`src/rtl/decode_scoreboard_pkg.sv`:
```
// Shared widths, the derived output-count helper and the default one-hot vector type
// for the decode scoreboard.
package decode_sb_pkg;

  localparam int DEFAULT_ADDR_W = 5;

  function automatic int num_out(input int addr_w);
    return 2 ** addr_w;
  endfunction

  typedef logic [num_out(DEFAULT_ADDR_W)-1:0] onehot_t;

endpackage

```
`src/rtl/decode_scoreboard_if.sv`:
```
// Issue/commit request bundle and decoded/scoreboard outputs. The master drives requests,
// and the slave (the scoreboard) answers with stall, enables and pending state.
interface decode_scoreboard_if
  import decode_sb_pkg::*;
#(
  parameter int ADDR_W = DEFAULT_ADDR_W
) ();

  localparam int NUM_OUT = num_out(ADDR_W);

  logic               iss_en;
  logic [ADDR_W-1:0]  iss_addr;
  logic               clr_en;
  logic [ADDR_W-1:0]  clr_addr;
  logic               stall;
  logic               out_valid;
  logic [NUM_OUT-1:0] out_onehot;
  logic [NUM_OUT-1:0] busy;
  logic               err;

  modport master (
    output iss_en, iss_addr, clr_en, clr_addr,
    input  stall, out_valid, out_onehot, busy, err
  );

  modport slave (
    input  iss_en, iss_addr, clr_en, clr_addr,
    output stall, out_valid, out_onehot, busy, err
  );

endinterface

```
`src/rtl/decode_scoreboard_onehot_dec.sv`:
```
// Combinational index to one-hot decoder with enable; all zeros when disabled.
// Zero latency, no flow control.
module onehot_dec
  import decode_sb_pkg::*;
#(
  parameter int ADDR_W = DEFAULT_ADDR_W
) (
  input  logic                       en,
  input  logic [ADDR_W-1:0]          idx,
  output logic [num_out(ADDR_W)-1:0] onehot
);

  always_comb begin
    onehot = '0;
    if (en) begin
      onehot[idx] = 1'b1;
    end
  end

endmodule

```
`src/rtl/decode_scoreboard.sv`:
```
// Registered one-hot write-enable decoder with a pending-write scoreboard: 1-cycle latency,
// and a combinational stall on an issue to a busy index. The sticky err flag exists only when DECODE_SB_ERR_EN is defined.
module decode_scoreboard
  import decode_sb_pkg::*;
#(
  parameter int ADDR_W       = DEFAULT_ADDR_W,
  parameter int ZERO_PROTECT = 1
) (
  input  logic               clock,
  input  logic               reset,
  decode_scoreboard_if.slave bus
);

  localparam int NUM_OUT = num_out(ADDR_W);

  logic               iss_zero;
  logic               clr_zero;
  logic               same_idx;
  logic               stall;
  logic               acc;
  logic               iss_dec_en;
  logic               clr_dec_en;
  logic [NUM_OUT-1:0] iss_oh;
  logic [NUM_OUT-1:0] clr_oh;

  logic               out_valid_d, out_valid_q;
  logic [NUM_OUT-1:0] out_onehot_d, out_onehot_q;
  logic [NUM_OUT-1:0] busy_d, busy_q;

  // Index 0 under protection never decodes; busy[0] then stays 0, so it can never stall.
  always_comb begin
    iss_zero   = (ZERO_PROTECT != 0) && (bus.iss_addr == '0);
    clr_zero   = (ZERO_PROTECT != 0) && (bus.clr_addr == '0);
    same_idx   = bus.clr_en && (bus.clr_addr == bus.iss_addr);
    stall      = !reset && bus.iss_en && busy_q[bus.iss_addr] && !same_idx;
    acc        = bus.iss_en && !stall;
    iss_dec_en = acc && !iss_zero;
    clr_dec_en = bus.clr_en && !clr_zero;
  end

  onehot_dec #(.ADDR_W(ADDR_W)) u_iss_dec (
    .en     (iss_dec_en),
    .idx    (bus.iss_addr),
    .onehot (iss_oh)
  );

  onehot_dec #(.ADDR_W(ADDR_W)) u_clr_dec (
    .en     (clr_dec_en),
    .idx    (bus.clr_addr),
    .onehot (clr_oh)
  );

  // Set after clear, so a same-index clear+issue leaves the bit pending.
  always_comb begin
    out_valid_d  = acc;
    out_onehot_d = iss_oh;
    busy_d       = (busy_q & ~clr_oh) | iss_oh;
  end

  always_ff @(posedge clock) begin
    if (reset) begin
      out_valid_q  <= 1'b0;
      out_onehot_q <= '0;
      busy_q       <= '0;
    end else begin
      out_valid_q  <= out_valid_d;
      out_onehot_q <= out_onehot_d;
      busy_q       <= busy_d;
    end
  end

`ifdef DECODE_SB_ERR_EN
  logic err_d, err_q;

  always_comb begin
    err_d = err_q;
    if (clr_dec_en && !busy_q[bus.clr_addr] && !(acc && (bus.iss_addr == bus.clr_addr))) begin
      err_d = 1'b1;
    end
  end

  always_ff @(posedge clock) begin
    if (reset) begin
      err_q <= 1'b0;
    end else begin
      err_q <= err_d;
    end
  end

  assign bus.err = err_q;
`else
  assign bus.err = 1'b0;
`endif

  assign bus.stall      = stall;
  assign bus.out_valid  = out_valid_q;
  assign bus.out_onehot = out_onehot_q;
  assign bus.busy       = busy_q;

endmodule

```
`src/flat_wrapper.sv`:
```
// flat-port wrapper written by rule: the top's interface ports become plain ports
module decode_scoreboard_flat import decode_sb_pkg::*;
#(
  parameter int ADDR_W       = DEFAULT_ADDR_W,
  parameter int ZERO_PROTECT = 1
)
  (clock, reset, bus_iss_en, bus_iss_addr, bus_clr_en, bus_clr_addr, bus_stall, bus_out_valid, bus_out_onehot, bus_busy, bus_err);
  decode_scoreboard_if #(.ADDR_W(ADDR_W)) bus_i ();
  input  logic clock;
  input  logic reset;
  input wire logic [$bits(bus_i.iss_en)-1:0] bus_iss_en;
  input wire logic [$bits(bus_i.iss_addr)-1:0] bus_iss_addr;
  input wire logic [$bits(bus_i.clr_en)-1:0] bus_clr_en;
  input wire logic [$bits(bus_i.clr_addr)-1:0] bus_clr_addr;
  output wire logic [$bits(bus_i.stall)-1:0] bus_stall;
  output wire logic [$bits(bus_i.out_valid)-1:0] bus_out_valid;
  output wire logic [$bits(bus_i.out_onehot)-1:0] bus_out_onehot;
  output wire logic [$bits(bus_i.busy)-1:0] bus_busy;
  output wire logic [$bits(bus_i.err)-1:0] bus_err;
  assign bus_i.iss_en = bus_iss_en;
  assign bus_i.iss_addr = bus_iss_addr;
  assign bus_i.clr_en = bus_clr_en;
  assign bus_i.clr_addr = bus_clr_addr;
  assign bus_stall = bus_i.stall;
  assign bus_out_valid = bus_i.out_valid;
  assign bus_out_onehot = bus_i.out_onehot;
  assign bus_busy = bus_i.busy;
  assign bus_err = bus_i.err;
  decode_scoreboard #(.ADDR_W(ADDR_W), .ZERO_PROTECT(ZERO_PROTECT)) u_core (.clock(clock), .reset(reset), .bus(bus_i));
endmodule
```
`config.mk`:
```
export PLATFORM = sky130hd
export DESIGN_NAME = decode_scoreboard_flat
export DESIGN_NICKNAME = d
export VERILOG_FILES = /design/src/rtl/decode_scoreboard_pkg.sv /design/src/rtl/decode_scoreboard_if.sv /design/src/rtl/decode_scoreboard_onehot_dec.sv /design/src/rtl/decode_scoreboard.sv /design/src/flat_wrapper.sv
export SDC_FILE = /design/constraint.sdc
export NUM_CORES = 1
export LEC_CHECK = 0
export ABC_CLOCK_PERIOD_IN_PS = 2650
export BUFFER_PORTS_ARGS = -buffer_cell sky130_fd_sc_hd__buf_2
export CORE_AREA = 3 3 79 81
export DETAILED_ROUTE_END_ITERATION = 10
export DIE_AREA = 0 0 82 84
export MAX_ROUTING_LAYER = met4
export PLACE_DENSITY_LB_ADDON = 0.1
export SYNTH_ARGS = -nofsm -noshare
export SYNTH_HDL_FRONTEND = slang
export SYNTH_SLANG_ARGS = --single-unit
```
`constraint.sdc`:
```
create_clock -name clock -period 2.65 [get_ports clock]
set_input_delay 0.3975 -clock clock [delete_from_list [all_inputs] [get_ports clock]]
set_output_delay 0.3975 -clock clock [all_outputs]
set_load 0.03 [all_outputs]
```
# Word-level counts from Yosys, hierarchy flattened
# Cells that the tools add are included.
# op_classes
n_lt_le_gt_ge,4
eq_ne,1
muxes,8
bitwise_logic,3
n_reduce_logical,16
# ops
cell,count
32-bit 2-to-1 mux,2
32-bit AND,1
32-bit NOT,1
32-bit OR,1
5-bit by 6-bit less-than comparator with 1-bit output (second input constant),2
1-bit demux with 5-bit select,2
5-bit by 1-bit greater-or-equal comparator with 1-bit output (second input constant),2
5-bit logical NOT,2
1-bit logical AND,9
1-bit binary-select mux with 5-bit select,1
5-bit == test,1
1-bit logical NOT,5
1-bit 2-to-1 mux,3
# word_totals
regBits,65
input_bits,14
out_inout_bits,67
word_cells,35

# Logic depth before layout (Yosys ltp)
# Gate-level depths: netlist of the first run.
# logic_depth
ltp_word,9
ltp_mapped,9
mapped_depth_nobuf,5

# By module
# A second synthesis of the first run with hierarchy kept.
# hier_totals
cells_unflattened,339
hier_area_um2,2844.0
# modules_own_cells
module,instances,cells_per_inst,area_per_inst_um2,seq_area_each_um2
decode_scoreboard,1,245,2383.5,1301.2
onehot_dec,2,47,230.2,0.0

# Worst setup path before layout of the first run
# Ideal clock, no wire load.
# synth_path
path_type,input to output
start,input port bus_iss_addr[4]
end,output port bus_stall
arrival_ps,2139
required_ps,2253
setup_slack_ps,114
path_stages,6
path_buffers,3
path_cell_list,clkbuf_1 > mux4_2 > a221oi_2 > and4_1 > buf_2 > buf_4
# synth_via
elab_chain_cells,4
word_cells_on_any_way,7
cone_classes,1 x eq/ne; 2 x mux; 4 x reduce/logical
# synth_rtl
item,line,text
"start, declared",flat_wrapper.sv:12,input wire logic [$bits(bus_i.iss_addr)-1:0] bus_iss_addr;
1-bit binary-select mux with 5-bit select / 5-bit == test (equally long branches),"decode_scoreboard.sv:35, decode_scoreboard.sv:34",
1-bit 2-to-1 mux (not written as such) / 1-bit logical AND (equally long branches),"decode_scoreboard.sv:35, decode_scoreboard.sv:34",
1-bit logical AND / 1-bit logical NOT (equally long branches),decode_scoreboard.sv:35,stall = !reset && bus.iss_en && busy_q[bus.iss_addr] && !same_idx;
1-bit logical AND (*),decode_scoreboard.sv:35,
"end, declared",flat_wrapper.sv:15,output wire logic [$bits(bus_i.stall)-1:0] bus_stall;
# Every way passes the cells marked *; elsewhere a longest branch is shown, timed or not. The select of a mux whose other input is x is not followed.

# Worst setup path in the final report of the first run
# layout_path
start,register u_core.busy_q[31] (netlist: u_core.bus.busy[31])
end,output port bus_stall
# layout_via
elab_chain_cells,4
# layout_rtl
item,line,text
"start, declared",decode_scoreboard.sv:28,"logic [NUM_OUT-1:0] busy_d, busy_q;"
"start signal, assigned",decode_scoreboard.sv:68,busy_q <= busy_d;
1-bit binary-select mux with 5-bit select,decode_scoreboard.sv:35,
1-bit 2-to-1 mux (not written as such),decode_scoreboard.sv:35,
1-bit logical AND (2 in series),decode_scoreboard.sv:35,
# Every way passes these cells. The select of a mux whose other input is x is not followed.

==> impl_metrics.csv, run 1 <==
group,metric,value,unit
logic_synthesis,ys.warnings.count,0,
floorplanning,die_area,6890,sq um
floorplanning,die-height,84,microns
global_route,overflow,0,
worst_setup_path,arrival,2.13,ns
clock_network,insertion_delay,0.34,ns
logic_synthesis,async_flop_share,0,%
worst_setup_path,criticalPathCategory,"reg2out",
power,irDropWorstVdd,0.342,mV
floorplanning,rows,27,
logic_synthesis,synth_cell_type_count,29,
cells_and_area,post-route-util,60.6,%
logic_synthesis,yosysSeqAreaShare,47.5,%
global_route,antenna_found_initial,0,
clock_network,cts_tree,"done",
floorplanning,core,5540,sq um
sta,skew,0.00824,ns
detailed_routing,drt-pass1-iter-count,4,
floorplanning,ios,81,
flow_run,cap_violations,0,
detailed_routing,vias_per_cell,5.34,
sta,fin_crit_sh,95.3,%
worst_setup_path,reg2reg_depth,6,
cells_and_area,multi_input_area,1320,sq um
cells_and_area,mostFrequentLayoutCell,"buf_2",
power,p_leak,1.55,nW
detailed_routing,detail_route.wl_per_cell,15.9,microns
cells_and_area,regArea,1300,sq um
sta,hold_viol_final,0,
power,power_density,593,nW/um^2
outcome,status,"complete, no violations",
clock_network,cts.clk_slew.worst_paths,0.07,ns
worst_setup_path,endpoint,"bus_stall",
cells_and_area,diodes,0,
clock_network,cts_resized,0,
sta,setup_viol,0,
worst_setup_path,critPathRequiredTime,2.25,ns
detailed_routing,ant_nets,0,
clock_network,cts_root_buffer,"clkbuf_8",
worst_setup_path,r2r_start,"u_core.bus.busy[31]$_SDFF_PP0_",
worst_setup_path,start_kind,"flip-flop",
floorplanning,dieWidth,82,microns
hold_path,min_path_type,"in2reg",
place,gp_congestion,0.837,
logic_synthesis,postSynthAreaPerCell,8.67,sq um
detailed_routing,drt_iter0_markers,182,
detailed_routing,drc,0,
clock_network,cts.htree.levels,3,
place,dp_cells,450,
cells_and_area,layout_common_cells,"79 x buf_2, 65 x dfxtp_1, 50 x nand2_1, 38 x nor2_1, 25 x o21ai_0",
sta,slew_violations,0,
worst_setup_path,startpoint,"u_core.bus.busy[31]$_SDFF_PP0_",
sta,fin_tns_setup,0,ns
cells_and_area,layout.nets,403,
global_route,grt_pass1_vias,2439,
sta,max_slew_margin,45.8,%
sta,rsz0062_at_grt,"false",
global_route,grt_pass1_wl,12000,microns
sta,fin_crit,2.53,ns
logic_synthesis,synth_edf_count,0,
cells_and_area,instances_no_fill,466,
worst_setup_path,crit_path_end_kind,"primary output",
clock_network,hold_buffers,0,
cells_and_area,drive_gt1_share,26.6,%
logic_synthesis,synth-seq-cells,65,
global_route,grt_usage,23.6,%
cells_and_area,syn_to_final_growth,22.5,%
place,port_buffers,79,
worst_setup_path,cp_max_fo,3,
global_route,grt_start_max_net_pins,51,
floorplanning,start_util,49.5,%
sta,tightest_slew,0.811,ns
clock_network,cts_buffers,9,
sta,max_freq,396,MHz
cells_and_area,fill_cells,518,
logic_synthesis,syn_area,2740,sq um
detailed_routing,dr_total_vias,2490,
worst_setup_path,rrSetupSlack,0.59,ns
place,dpl.hpwl,5240,microns
worst_setup_path,reg2reg_to,"u_core.bus.busy[2]$_SDFF_PP0_",
logic_synthesis,netlist_instances,316,
detailed_routing,drt_wl_total,7410,microns
logic_synthesis,ys.flop_type,"dfxtp_1",
clock_network,postCtsSetupRepairBufs,0,
clock_network,clkSinkCount,65,
clock_network,cts.path.max_buffers,2,
[per-stage QoR]
stage,hold slack (ns),setup slack (ns),area (sq um),power [mW]
3_5_place_dp,0.488,0.242,3170,1.18
5_1_grt,0.409,0.0148,3360,2.05
4_1_cts,0.392,0.122,3360,2.00
6_report,0.412,0.123,3360,1.99
3_3_place_gp,0.491,0.255,3170,1.18
2_1_floorplan,0.577,0.114,2740,1.13
[per-layer routing]
metal | track usage, % | share of wire [%]
met1 | 31.4 | 46
met4 | 9.97 | 2.1
met2 | 34.2 | 45
met5 | - | 0
met3 | 5.29 | 6.9
[flip-flops by register name, indices dropped and copies added (netlist names)]
name / cells
u_core.bus.busy: 32
u_core.bus.out_onehot: 32
u_core.bus.out_valid: 1
[worst max-delay path, cell delays in order (launching register included)]
cell and delay, ns:
dfxtp_1 0.35, mux2i_1 0.09, mux4_2 0.48, a221oi_2 0.30, and4_1 0.34, buf_2 0.23
[how the worst min path moves through the flow]
stage / slack [ns] / depth (start not counted) / to / start
finish: 0.41 / 3 / u_core.bus.out_valid$_SDFF_PP0_ / reset
CTS: 0.39 / 3 / u_core.bus.out_valid$_SDFF_PP0_ / reset
global placement: 0.49 / 1 / u_core.bus.busy[0]$_SDFF_PP0_ / u_core.bus.busy[0]$_SDFF_PP0_
floorplan: 0.58 / 2 / u_core.bus.out_valid$_SDFF_PP0_ / bus_iss_en
detailed placement: 0.49 / 1 / u_core.bus.busy[0]$_SDFF_PP0_ / u_core.bus.busy[0]$_SDFF_PP0_
global route: 0.41 / 3 / u_core.bus.out_valid$_SDFF_PP0_ / reset
[power breakdown]
group | switching, mW | total (mW) | internal [mW]
Sequential | 0.00593 | 0.993 | 0.987
Combinational | 0.116 | 0.171 | 0.0551
Clock | 0.368 | 0.827 | 0.459
[cell usage after synthesis, types with 2 or more instances]
master / number / area share, %
nor3b_1: 5 / 1.4
xor2_1: 4 / 1.3
mux2i_1: 16 / 5.8
nor2_1: 38 / 5.2
nand2b_1: 4 / 0.91
nand2_1: 50 / 6.8
nor2b_1: 17 / 3.9
and3b_1: 2 / 0.64
mux4_2: 4 / 3.3
nor3_1: 5 / 0.91
o21ai_0: 25 / 4.6
and2_1: 2 / 0.46
buf_2: 3 / 0.55
dfxtp_1: 65 / 47
nand3_1: 2 / 0.37
o21ai_1: 22 / 4.0
nand3b_1: 21 / 5.8
nor4_1: 2 / 0.46
clkbuf_1: 14 / 1.9
buf_4: 5 / 1.4
and3_1: 2 / 0.46
[cell families after synthesis]
group	Yosys count	share of synthesized area, %
AO/OA/AOI/OAI	48	9.13
buffers and inverters	24	4.38
flip-flops	65	47.5
XOR/XNOR	5	1.60
multiplexers	20	9.13
AND/OR/NAND/NOR	153	28.1
other	1	0.137
[final cells by class]
| cell class | instances | area share, % |
|---|---|---|
| Multi-Input combinational cell | 228 | 39.4 |
| Sequential cell | 65 | 38.8 |
| Timing Repair Buffer | 85 | 13.5 |
| Clock buffer | 13 | 4.44 |
| Tap cell | 72 | 2.68 |
| Clock inverter | 3 | 1.19 |
Power figures use the tool's default switching activity.
==> inputs of run 2 (changes only) <==
--- a/config.mk
+++ b/config.mk
@@ -12,6 +12,7 @@
 export DIE_AREA = 0 0 82 84
 export MAX_ROUTING_LAYER = met4
 export PLACE_DENSITY_LB_ADDON = 0.1
+export SETUP_SLACK_MARGIN = 0.3
 export SYNTH_ARGS = -nofsm -noshare
 export SYNTH_HDL_FRONTEND = slang
 export SYNTH_SLANG_ARGS = --single-unit
==> run 2 against run 1 <==
Non-clock buffer count increased by 4. Clock power decreased by 8.1%. Cell area increased by 1.5%. Critical path depth unchanged. Utilization increased by 0.90 points. Global-route usage decreased by 0.69 points. Via count decreased by 1.0%. Largest cell class unchanged.
==> impl_metrics.csv, run 2 (synthesized netlist as in run 1, its figures left out) <==
group,metric,value,unit
hold_path,min_path_type,"in2reg",
detailed_routing,drt-pass1-iter-count,4,
clock_network,cts_root_buffer,"clkbuf_8",
floorplanning,rows,27,
sta,max_slew_margin,62.6,%
power,p_leak,1.57,nW
sta,tightest_slew,0.559,ns
worst_setup_path,start_kind,"flip-flop",
floorplanning,die_area,6890,sq um
cells_and_area,layout_common_cells,"78 x buf_2, 59 x dfxtp_1, 50 x nand2_1, 38 x nor2_1, 25 x o21ai_0",
worst_setup_path,cp_max_fo,3,
worst_setup_path,critPathRequiredTime,2.25,ns
place,dpl.hpwl,5230,microns
detailed_routing,highest_layer,"met4",
sta,rsz0062_at_grt,"true",
clock_network,insertion_delay,0.34,ns
place,port_buffers,79,
global_route,overflow,0,
global_route,grt_usage,22.9,%
sta,max_freq,422,MHz
detailed_routing,ant_nets,0,
place,dpl_cell_area,3170,sq um
sta,skew,0.00762,ns
global_route,antenna_found_initial,0,
sta,slew_violations,0,
clock_network,cts_buffers,9,
flow_run,cap_violations,0,
worst_setup_path,arrival,1.97,ns
sta,fin_crit_sh,89.4,%
floorplanning,dieWidth,82,microns
floorplanning,ios,81,
sta,fin_tns_setup,0,ns
cells_and_area,fill_cells,496,
detailed_routing,drc,0,
sta,setup_viol,0,
global_route,grt_start_max_net_pins,51,
sta,fin_crit,2.37,ns
clock_network,cts.path.max_buffers,2,
cells_and_area,diodes,0,
detailed_routing,dr_total_vias,2465,
floorplanning,start_util,49.5,%
global_route,grt_pass1_vias,2416,
clock_network,clkSinkCount,65,
global_route,grt_pass1_wl,11600,microns
worst_setup_path,criticalPathCategory,"reg2out",
clock_network,cts.htree.levels,3,
detailed_routing,detail_route.wl_per_cell,15.7,microns
cells_and_area,post-route-util,61.5,%
worst_setup_path,crit_path_end_kind,"primary output",
place,gp_congestion,0.851,
detailed_routing,wl_met2,3270,microns
floorplanning,core,5540,sq um
cells_and_area,mostFrequentLayoutCell,"buf_2",
detailed_routing,dr_wl_met3,574,microns
power,power_density,567,nW/um^2
power,irDropWorstVdd,0.400,mV
detailed_routing,drt_wl_total,7380,microns
cells_and_area,layout.nets,407,
detailed_routing,vias_per_cell,5.24,
cells_and_area,drive_gt1_share,29.9,%
clock_network,cts.clk_slew.worst_paths,0.06,ns
cells_and_area,finalInstanceArea,3410,sq um
outcome,status,"complete, no violations",
sta,hold_viol_final,0,
cells_and_area,syn_to_final_growth,24.3,%
clock_network,cts_tree,"done",
floorplanning,die-height,84,microns
detailed_routing,wl_met1,3370,microns
detailed_routing,drt_iter0_markers,108,
[run 2: final cells by class]
type	count	area [sq um]	share of cell area (%)
sequential	65	1310	38.4
clock buffer	11	151	4.45
tap	72	90.1	2.65
clock inverter	5	30.0	0.882
timing repair buffer	89	489	14.4
multi-input combinational	228	1340	39.2
[run 2: critical path: stages, from the launching register on]
cell,delay (ns)
dfxtp_1,0.35
mux2i_1,0.08
mux4_2,0.48
a221oi_4,0.30
and4_4,0.28
buf_6,0.13
[run 2: path summary, 6_finish.rpt]
path                                                      from                              end  slack, ns  cells past startpoint
worst max register to register  u_core.bus.busy[29]$_SDFF_PP0_    u_core.bus.busy[1]$_SDFF_PP0_       0.57                      7
worst max-delay path            u_core.bus.busy[29]$_SDFF_PP0_                        bus_stall       0.28                      5
worst min-delay path                                     reset  u_core.bus.out_valid$_SDFF_PP0_       0.46                      3
worst min register to register   u_core.bus.busy[0]$_SDFF_PP0_    u_core.bus.busy[0]$_SDFF_PP0_       0.49                      1
[run 2: stage by stage]
stage | hold slack, ns | setup slack [ns] | std cells | total power, mW
4_1_cts | 0.409 | 0.279 | 470 | 1.94
6_report | 0.463 | 0.282 | 470 | 1.93
5_1_grt | 0.456 | 0.206 | 470 | 2.00
2_1_floorplan | 0.576 | 0.305 | 317 | 1.14
3_3_place_gp | 0.492 | 0.240 | 451 | 1.18
3_5_place_dp | 0.483 | 0.214 | 451 | 1.18
[run 2: what timing repair did]
item                                   CTS  global route
pin swaps                                2             0
hold buffers                             0             0
setup endpoints to repair                1             1
buffers inserted                         3             0
endpoints found under the hold margin    0             0
gates resized for setup                 10             1
[run 2: power by group]
| group | switching (mW) | total (mW) | leakage (nW) | internal (mW) |
|---|---|---|---|---|
| registers | 0.00576 | 0.992 | 0.528 | 0.987 |
| logic | 0.118 | 0.177 | 0.955 | 0.0590 |
| clock network | 0.375 | 0.760 | 0.0911 | 0.385 |
[run 2: layer usage]
metal / GRT usage (%) / up-vias
li1: - / 1218
met1: 29.9 / 1142
met2: 33.0 / 87
met3: 6.48 / 18
met4: 9.67 / 0
met5: - / -
